### src/rtl/spw_tx_char_scheduler.sv
// ---------------------------------------------------------------------------
// spw_tx_char_scheduler
//
// Transmit-side character scheduler for a SpaceWire codec. Each time the
// encoder is free it picks the next character to send (time-code, FCT,
// N-char from the TX FIFO, or NULL), offers it with a valid/ready handshake,
// and keeps the transmit credit earned from FCTs the receiver has seen.
//
// Ports
//   CLOCK, RESET          system clock, asynchronous active-high reset
//   enableTx              transmitter enable from the link FSM
//   sendNULLs/FCTs/NChars/TimeCodes
//                         per-character-type permissions from the link FSM
//   tickIn, timeIn[7:0]   time-code request pulse and its value
//   sendFctReq/Ack        FCT request (level) from RX credit logic / accept
//   txFifoData[8:0]       show-ahead FIFO word (bit 8 set = EOP/EEP marker)
//   txFifoEmpty/Read      FIFO empty flag / pop strobe
//   gotFCT                received-FCT pulse (already in CLOCK domain)
//   charType[2:0]         0 NULL, 1 FCT, 2 DATA, 3 EOP, 4 EEP, 5 TIMECODE
//   charData[7:0]         data byte or time value, 0 otherwise
//   charValid/charReady   handshake with the character encoder
//   txCredit              current transmit credit
//   creditErr             one-cycle pulse on credit overflow
// ---------------------------------------------------------------------------
module spw_tx_char_scheduler #(
    parameter int MAX_CREDIT  = 56,
    parameter int CREDIT_STEP = 8,
    parameter int CREDIT_W    = 6
) (
    input  logic                CLOCK,
    input  logic                RESET,
    input  logic                enableTx,
    input  logic                sendNULLs,
    input  logic                sendFCTs,
    input  logic                sendNChars,
    input  logic                sendTimeCodes,
    input  logic                tickIn,
    input  logic [7:0]          timeIn,
    input  logic                sendFctReq,
    output logic                sendFctAck,
    input  logic [8:0]          txFifoData,
    input  logic                txFifoEmpty,
    output logic                txFifoRead,
    input  logic                gotFCT,
    output logic [2:0]          charType,
    output logic [7:0]          charData,
    output logic                charValid,
    input  logic                charReady,
    output logic [CREDIT_W-1:0] txCredit,
    output logic                creditErr
);

    typedef enum logic [1:0] {
        ST_DISABLED,
        ST_SELECT,
        ST_HOLD
    } state_t;

    typedef enum logic [2:0] {
        CH_NULL = 3'd0,
        CH_FCT  = 3'd1,
        CH_DATA = 3'd2,
        CH_EOP  = 3'd3,
        CH_EEP  = 3'd4,
        CH_TIME = 3'd5
    } char_t;

    // One extra bit so credit + CREDIT_STEP can be compared without wrapping.
    localparam int SUM_W = CREDIT_W + 1;

    state_t              state_q, state_d;
    char_t               char_type_q, char_type_d;
    logic [7:0]          char_data_q, char_data_d;
    logic                char_valid_q, char_valid_d;
    logic [CREDIT_W-1:0] credit_q, credit_d;
    logic                credit_err_q, credit_err_d;
    logic                tick_pend_q, tick_pend_d;
    logic [7:0]          tick_val_q, tick_val_d;

    logic                accept;
    logic                nchar_accept;
    logic                time_accept;
    logic [SUM_W-1:0]    credit_base;
    logic [SUM_W-1:0]    credit_sum;

    // A disabled transmitter must not consume anything, so enableTx gates
    // the handshake even when the encoder raises charReady.
    assign accept       = enableTx && char_valid_q && charReady;
    assign nchar_accept = accept && (char_type_q == CH_DATA ||
                                     char_type_q == CH_EOP  ||
                                     char_type_q == CH_EEP);
    assign time_accept  = accept && (char_type_q == CH_TIME);

    assign sendFctAck = accept && (char_type_q == CH_FCT);
    assign txFifoRead = nchar_accept;

    assign charType  = char_type_q;
    assign charData  = char_data_q;
    assign charValid = char_valid_q;
    assign txCredit  = credit_q;
    assign creditErr = credit_err_q;

    // Character selection and handshake hold.
    always_comb begin
        // NOTE: every signal assigned here gets a default first, so no path
        // leaves it unassigned and no latch is inferred.
        state_d      = state_q;
        char_type_d  = char_type_q;
        char_data_d  = char_data_q;
        char_valid_d = char_valid_q;

        case (state_q)
            ST_DISABLED: begin
                state_d = ST_SELECT;
            end
            ST_SELECT: begin
                if (tick_pend_q && sendTimeCodes) begin
                    char_type_d  = CH_TIME;
                    char_data_d  = tick_val_q;
                    char_valid_d = 1'b1;
                    state_d      = ST_HOLD;
                end else if (sendFCTs && sendFctReq) begin
                    char_type_d  = CH_FCT;
                    char_data_d  = 8'h00;
                    char_valid_d = 1'b1;
                    state_d      = ST_HOLD;
                end else if (sendNChars && !txFifoEmpty && credit_q != '0) begin
                    // Bit 8 marks an end-of-packet; a zero payload is EOP,
                    // anything else is an error end-of-packet.
                    if (!txFifoData[8]) begin
                        char_type_d = CH_DATA;
                        char_data_d = txFifoData[7:0];
                    end else if (txFifoData[7:0] == 8'h00) begin
                        char_type_d = CH_EOP;
                        char_data_d = 8'h00;
                    end else begin
                        char_type_d = CH_EEP;
                        char_data_d = 8'h00;
                    end
                    char_valid_d = 1'b1;
                    state_d      = ST_HOLD;
                end else if (sendNULLs) begin
                    char_type_d  = CH_NULL;
                    char_data_d  = 8'h00;
                    char_valid_d = 1'b1;
                    state_d      = ST_HOLD;
                end
            end
            ST_HOLD: begin
                if (accept) begin
                    state_d      = ST_SELECT;
                    char_type_d  = CH_NULL;
                    char_data_d  = 8'h00;
                    char_valid_d = 1'b0;
                end
            end
            default: begin
                state_d = ST_DISABLED;
            end
        endcase

        if (!enableTx) begin
            state_d      = ST_DISABLED;
            char_type_d  = CH_NULL;
            char_data_d  = 8'h00;
            char_valid_d = 1'b0;
        end
    end

    // Pending time-code: a new tick overrides both an older value and the
    // clear caused by sending the previous time-code in the same cycle.
    always_comb begin
        tick_pend_d = tick_pend_q;
        tick_val_d  = tick_val_q;
        if (time_accept) begin
            tick_pend_d = 1'b0;
        end
        if (tickIn && sendTimeCodes) begin
            tick_pend_d = 1'b1;
            tick_val_d  = timeIn;
        end
        if (!enableTx) begin
            tick_pend_d = 1'b0;
            tick_val_d  = 8'h00;
        end
    end

    // Credit: consume one per N-char, add CREDIT_STEP per received FCT. An
    // FCT that would push past MAX_CREDIT is dropped and flagged instead.
    always_comb begin
        credit_base  = {1'b0, credit_q} - SUM_W'(nchar_accept);
        credit_sum   = credit_base + SUM_W'(CREDIT_STEP);
        credit_d     = credit_base[CREDIT_W-1:0];
        credit_err_d = 1'b0;
        if (gotFCT) begin
            if (credit_sum > SUM_W'(MAX_CREDIT)) begin
                credit_err_d = 1'b1;
            end else begin
                credit_d = credit_sum[CREDIT_W-1:0];
            end
        end
        if (!enableTx) begin
            credit_d     = '0;
            credit_err_d = 1'b0;
        end
    end

    // NOTE: state registers use non-blocking assignments so every flop
    // samples the pre-edge values regardless of process evaluation order.
    always_ff @(posedge CLOCK or posedge RESET) begin
        if (RESET) begin
            state_q      <= ST_DISABLED;
            char_type_q  <= CH_NULL;
            char_data_q  <= 8'h00;
            char_valid_q <= 1'b0;
            credit_q     <= '0;
            credit_err_q <= 1'b0;
            tick_pend_q  <= 1'b0;
            tick_val_q   <= 8'h00;
        end else begin
            state_q      <= state_d;
            char_type_q  <= char_type_d;
            char_data_q  <= char_data_d;
            char_valid_q <= char_valid_d;
            credit_q     <= credit_d;
            credit_err_q <= credit_err_d;
            tick_pend_q  <= tick_pend_d;
            tick_val_q   <= tick_val_d;
        end
    end

endmodule

### config.mk
export PLATFORM = sky130hd
export DESIGN_NAME = spw_tx_char_scheduler
export DESIGN_NICKNAME = d
export VERILOG_FILES = /design/src/rtl/spw_tx_char_scheduler.sv
export SDC_FILE = /design/constraint.sdc
export NUM_CORES = 1
export LEC_CHECK = 0
export CORE_ASPECT_RATIO = 0.7
export CORE_MARGIN = 3
export CORE_UTILIZATION = 55
export CTS_CLUSTER_SIZE = 10
export DETAILED_ROUTE_END_ITERATION = 16
export DONT_BUFFER_PORTS = 1
export GPL_TIMING_DRIVEN = 0
export PLACE_DENSITY_LB_ADDON = 0.05
export SYNTH_ARGS = -nofsm -noshare
export SYNTH_HDL_FRONTEND = slang
export SYNTH_SLANG_ARGS = --single-unit
### constraint.sdc
create_clock -name CLOCK -period 3.1 [get_ports CLOCK]
set_clock_uncertainty 0.1 [all_clocks]
set_input_delay 0.465 -clock CLOCK [delete_from_list [all_inputs] [get_ports CLOCK]]
set_output_delay 0.465 -clock CLOCK [all_outputs]
set_load 0.005 [all_outputs]
# Word level (Yosys, flattened, before mapping)

Index checks and enable logic that the tools add are counted.

Multiplexer cells: 42
$lt $le $gt $ge: 1
Equality and inequality tests: 12
Reduce and logical (&&, ||, !) cells: 18
Add/sub/neg operators: 2

Operators by type and width:

| operator                                                      | count |
|---|---|
| 2-to-1 mux 8 bit                                              | 9 |
| 2-to-1 mux 3 bit                                              | 8 |
| 2-to-1 mux 6 bit                                              | 3 |
| case mux 8 bit (2 select lines)                               | 1 |
| 2-to-1 mux 1 bit                                              | 12 |
| 2-to-1 mux 2 bit                                              | 6 |
| logical AND 1 bit                                             | 10 |
| logical NOT 8 bit                                             | 1 |
| adder 7 x 4 -> 7 bit, second input constant                   | 1 |
| greater-than comparator 7 x 6 -> 1 bit, second input constant | 1 |
| subtractor 6 x 1 -> 7 bit                                     | 1 |
| == test 3 x 2 -> 1 bit, second input constant                 | 2 |
| == test 3 bit, second input constant                          | 2 |
| inequality test 3 x 1 -> 1 bit, second input constant         | 2 |
| inequality test 6 bit, second input constant                  | 1 |
| case mux 2 bit (3 select lines)                               | 1 |
| case mux 3 bit (2 select lines)                               | 1 |
| nonzero test 6 bit                                            | 1 |
| == test 3 x 1 -> 1 bit, second input constant                 | 1 |
| inequality test 3 bit, second input constant                  | 1 |
| AND reduction 3 bit                                           | 1 |
| == test 2 x 1 -> 1 bit, second input constant                 | 1 |
| == test 2 bit, second input constant                          | 1 |
| logical NOT 2 bit                                             | 1 |
| other kinds (5)                                               | 6 |

Flip-flop bits (word level): 30
Bits of input ports: 29
Output and inout bits: 21

# Logic depth before layout (Yosys ltp)

Depth after elaboration: 10
Gate-level depth with buffers: 13

# Worst setup path after synthesis

Ideal clock, no wire load.

Path kind: in2reg
Start: input port enableTx
End: register credit_q[5], in the netlist txCredit[5]
Data arrival time: 2873 ps
Library setup time: 89 ps
Path buffers: 1
Setup slack: 39 ps
Stages: 13
Data required time: 2911 ps
Path through: clkbuf_1 > nand3_1 > nor2_1 > ha_1 > ha_1 > nor3b_1 > xnor2_1 > ha_1 > nand3_1 > o21ai_0 > o211ai_1 > o2111ai_1 > a41oi_1

Cells in the longest elaborated chain, start to end: 9

RTL lines:

| element                                | RTL line | source |
|---|---|---|
| start, declared                        | 32       | `input logic enableTx,` |
| logical AND 1 bit (*) (2 in series)    | 88       | `assign accept = enableTx && char_valid_q && charReady;` |
| logical AND 1 bit (*)                  | 89       | `assign nchar_accept = accept && (char_type_q == CH_DATA \|\|` |
| named net txFifoRead                   | 43       | `output logic txFifoRead,` |
| subtractor 6 x 1 -> 7 bit (*)          | 191      | `credit_base = {1'b0, credit_q} - SUM_W'(nchar_accept);` |
| adder 7 x 4 -> 7 bit                   | 192      | `credit_sum = credit_base + SUM_W'(CREDIT_STEP);` |
| greater-than comparator 7 x 6 -> 1 bit | 196      | `if (credit_sum > SUM_W'(MAX_CREDIT)) begin` |
| 2-to-1 mux 6 bit                       | 196      |  |
| 2-to-1 mux 6 bit (*)                   | 195      | `if (gotFCT) begin` |
| 2-to-1 mux 6 bit (*)                   | 202      | `if (!enableTx) begin` |
| named net credit_d[5]                  | 75       | `logic [CREDIT_W-1:0] credit_q, credit_d;` |
| end signal, assigned                   | 225      | `credit_q <= credit_d;` |
| end, declared                          | 75       |  |

The timed path passes the listed nets; every way through them passes the cells marked *.
A chain may end at the register's enable or synchronous reset.

# Worst setup path after layout

Start: register char_type_q[1], in the netlist charType[1]
End: register credit_q[5], in the netlist txCredit[5]

Cells in the longest elaborated chain, start to end: 10

RTL lines:

| element                                          | RTL line | source |
|---|---|---|
| start, declared                                  | 72       | `char_t char_type_q, char_type_d;` |
| start signal, assigned                           | 222      | `char_type_q <= char_type_d;` |
| == test 3 x 2 -> 1 bit, on equally long branches | 89, 90   |  |
| logical OR 1 bit                                 | 89       |  |
| logical OR 1 bit (*)                             | 90       | `char_type_q == CH_EOP \|\|` |
| logical AND 1 bit (*)                            | 89       |  |
| named net txFifoRead                             | 43       |  |
| subtractor 6 x 1 -> 7 bit (*)                    | 191      |  |
| adder 7 x 4 -> 7 bit                             | 192      |  |
| greater-than comparator 7 x 6 -> 1 bit           | 196      |  |
| 2-to-1 mux 6 bit                                 | 196      |  |
| 2-to-1 mux 6 bit (*)                             | 195      |  |
| 2-to-1 mux 6 bit (*)                             | 202      |  |
| named net credit_d[5]                            | 75       |  |

Marked as above.

==> impl_results.md <==
- Endpoints failing setup: 0
- Vias in the first global route: 1383
- CTS Buf Count: 5
- Final worst-path cycle share: between 90% and 100%
- First DRT Iteration DRCs: 83
- IR drop worst, VDD: roughly 300 µV
- Drt drc: 0
- Worst slew margin: 23.12%
- First-pass GRT wire length: about 6.6 mm
- NumNets Final: ~220
- Syn-to-layout area delta: 13.46%
- EDFF count, synth: 0
- Worst EP arrival: 3130 ps
- Clock Root Buffer: clkbuf_8
- Final Hold Viols: 0
- Max H-tree Level: 2
- Complex-gate fraction of the synthesized area: roughly a fifth
- Routed vias: roughly 1400
- Row count: 16
- Final Slew Violations: 0
- Routability cong.: between 0.8 and 0.9
- Hold crit path type: input pin to register
- CP Capture Type: register
- Pwr/cell area: 439.0 nW/µm²
- CTS tree: built
- Fmax: 329.7 MHz
- Hold buffers post-CTS: 0
- Die W: 72.83 µm
- Port Buffers: 0
- Starting Density: between 50% and 60%
- Clk slew on worst S/H paths: about 60 ps
- DP Area: about 1800 µm²
- Status: complete, no violations
- Core Area: 2883 µm²
- Maximum clock path buffer count: 2
- Xor/xnor share of the synthesized area: under 10%
- Yosys warnings: 0
- Die Y: around 53 µm
- Register Area: around 750 µm²
- WL/cell: between 15 and 20 µm
- CP Class: register to register
- Syn Inst Count: about 180
- Post-synthesis adder-cell area fraction: 2.183%
- Dpl cells: ~210
- Via-to-Cell Ratio: between 6 and 7
- P_leak: ~0.83 nW
- ANT cells: 0
- Num ports: 50
- GRT Util Overall: a little under a quarter
- Design area: around 2000 µm²
- Total wire length: 4.235 mm
- Sink Count: 30
- Worst-Margin Slew: 1152 ps
- Grt ovf: 0
- Post-synth ARST share: 100.0%
- Syn nets: 210
- Top FF cell, synth: dfrtp_1
- Die Area: 3843 µm²
- Netlist Area Pre-Place: roughly 1700 µm²
- Clock Latency Late Sink: between 200 and 300 ps
- Largest net degree at the start of global routing: 31
- Seq cells post-synth: 30
- Post-synthesis cell type count: 42
- Area of the multi-input gates: 973.4 µm²
- Post-synthesis simple-gate area fraction: about 20%
- Fin cells: between 200 and 250
- Fillcell total: approximately 240
- Fraction of layout cells with a size suffix above 1: 21.69%
- Initial antenna violation count: 0
- Largest family of logic cells by synthesized area: simple AND/OR/NAND/NOR gates
- Post-synthesis mux area share: between 8 and 9%
- ANT nets after route: 0
- Crit path time final: roughly 3000 ps
- First drt pass iteration count: 4
- WP data required: about 3200 ps
- Startpoint types: register
- Register area share after synthesis: between 40 and 50%
- Syn avg cell area: roughly 9.7 µm²
- Post-DP HPWL: 3.029 mm
- CP Max Fanout: 6
- MaxCap Viol Count: 0
worst max-delay path, cell delays in order (launching register included):
cell and delay (ps):
dfrtp_2 440, nor2_1 120, mux2i_1 90, nor2_2 260, ha_4 220, ha_4 160
nor3b_4 240, xnor2_2 180, ha_1 300, nand3_2 100, o21ai_2 50, o211ai_1 220
o2111ai_2 210, a41oi_2 250
layer usage:
layer | track usage (%) | part of all wire (%)
met5 | 0 | 0
met4 | 8.896 | 0.94
met3 | 7.854 | 9.1
met2 | 34.88 | 46
met1 | 31.89 | 44
flip-flops by register name, indices dropped and copies added, names as in the netlist:
signal / cells
charData: 8
tick_val_q: 8
txCredit: 6
charType: 3
state_q: 2
charValid: 1
creditErr: 1
tick_pend_q: 1
logic make-up after synthesis:
kind of cell / count (synthesis)
and+or+nand+nor: 68
AOI/OAI and AO/OA: 43
DFF: 30
buffers and inverters: 16
muxes: 13
xor gates and xnor gates: 5
adders and majority gates: 3
final cells by class:
cell class              instances  share of cell area [%]
plain buffers                   7                   1.860
clock buffers                   5                   3.528
clock inverters                 2                  0.5131
inverters                       9                   1.732
multi-input cells             132                   49.90
flip-flops and latches         30                   38.61
well taps                      36                   2.309
repair buffers                  4                   1.539
timing repair:
action                     4_1_cts  5_1_grt
gates cloned                     0        0
setup buffers                    0        4
pin swaps                        0       11
gates resized for setup          5       12
setup endpoints to repair        4        4
worst paths after layout:
kind | start | end | slack (ps) | depth (start not counted)
hold / removal | gotFCT | txCredit[4]$_DFF_PP0_ | 200 | 1
setup / recovery | charType[1]$_DFFE_PP0P_ | txCredit[5]$_DFF_PP0_ | 70 | 13
min in group asynchronous | RESET | txCredit[2]$_DFF_PP0_ | 270 | 1
hold reg to reg | charData[1]$_DFFE_PP0P_ | charData[1]$_DFFE_PP0P_ | 430 | 1
max in group asynchronous | RESET | charType[0]$_DFFE_PP0P_ | 1860 | 1
setup reg to reg | charType[1]$_DFFE_PP0P_ | txCredit[5]$_DFF_PP0_ | 70 | 13
stage by stage:
stage	TNS, ps	hold slack, ps	setup WS (ps)	power, mW	util [%]
2_1_floorplan	0	404.1	38.67	0.5271	-
3_3_place_gp	-1824	419.5	-552.7	0.5487	61.20
3_5_place_dp	-2320	427.9	-666.4	0.5528	61.20
4_1_cts	0	189.4	13.87	0.8466	64.71
5_1_grt	-164.4	197.6	-86.12	0.8999	67.66
6_report	0	197.9	66.69	0.8563	67.66
power breakdown:
group          leakage (nW)  total, mW  switching, mW  internal, mW
clock                0.0438      0.295          0.145         0.150
combinational         0.381      0.131         0.0734        0.0576
sequential            0.406      0.430         0.0207         0.410
synthesized netlist by cell type, types with 4 or more instances:
| master | number | share of area, % |
|---|---|---|
| and2_1 | 4 | 1.5 |
| nor4_1 | 4 | 1.5 |
| nor2_1 | 17 | 3.7 |
| o21ai_0 | 4 | 1.2 |
| inv_1 | 9 | 2.0 |
| dfrtp_1 | 30 | 44 |
| clkbuf_1 | 5 | 1.1 |
| nand2_1 | 26 | 5.7 |
| a21boi_0 | 12 | 5.2 |
| mux2_2 | 11 | 7.2 |
| a22oi_1 | 8 | 3.5 |
placed cells by master (no fill, tap or decap), types with 2 or more instances in the layout:
| cell type | netlist | final |
|---|---|---|
| mux2i_1 | 2 | 2 |
| nor2b_1 | 2 | 2 |
| o211ai_1 | 3 | 3 |
| buf_4 | 0 | 4 |
| and3_1 | 2 | 2 |
| a31oi_1 | 2 | 2 |
| a22oi_1 | 8 | 8 |
| nand2_1 | 26 | 26 |
| a21boi_0 | 12 | 12 |
| and2_1 | 4 | 4 |
| clkbuf_1 | 5 | 4 |
| mux2_2 | 11 | 11 |
| nor2_1 | 17 | 16 |
| o21ai_0 | 4 | 3 |
| clkinv_2 | 0 | 2 |
| inv_1 | 9 | 9 |
| dfrtp_2 | 0 | 2 |
| clkbuf_2 | 1 | 2 |
| nor4_1 | 4 | 4 |
| dfrtp_1 | 30 | 28 |
| xnor2_1 | 3 | 2 |
| nand3_1 | 3 | 2 |
| a21oi_1 | 3 | 3 |
| nand3b_1 | 3 | 3 |
| clkbuf_8 | 0 | 5 |
| ha_4 | 0 | 2 |
No activity file was read; power rests on OpenSTA's default activity.
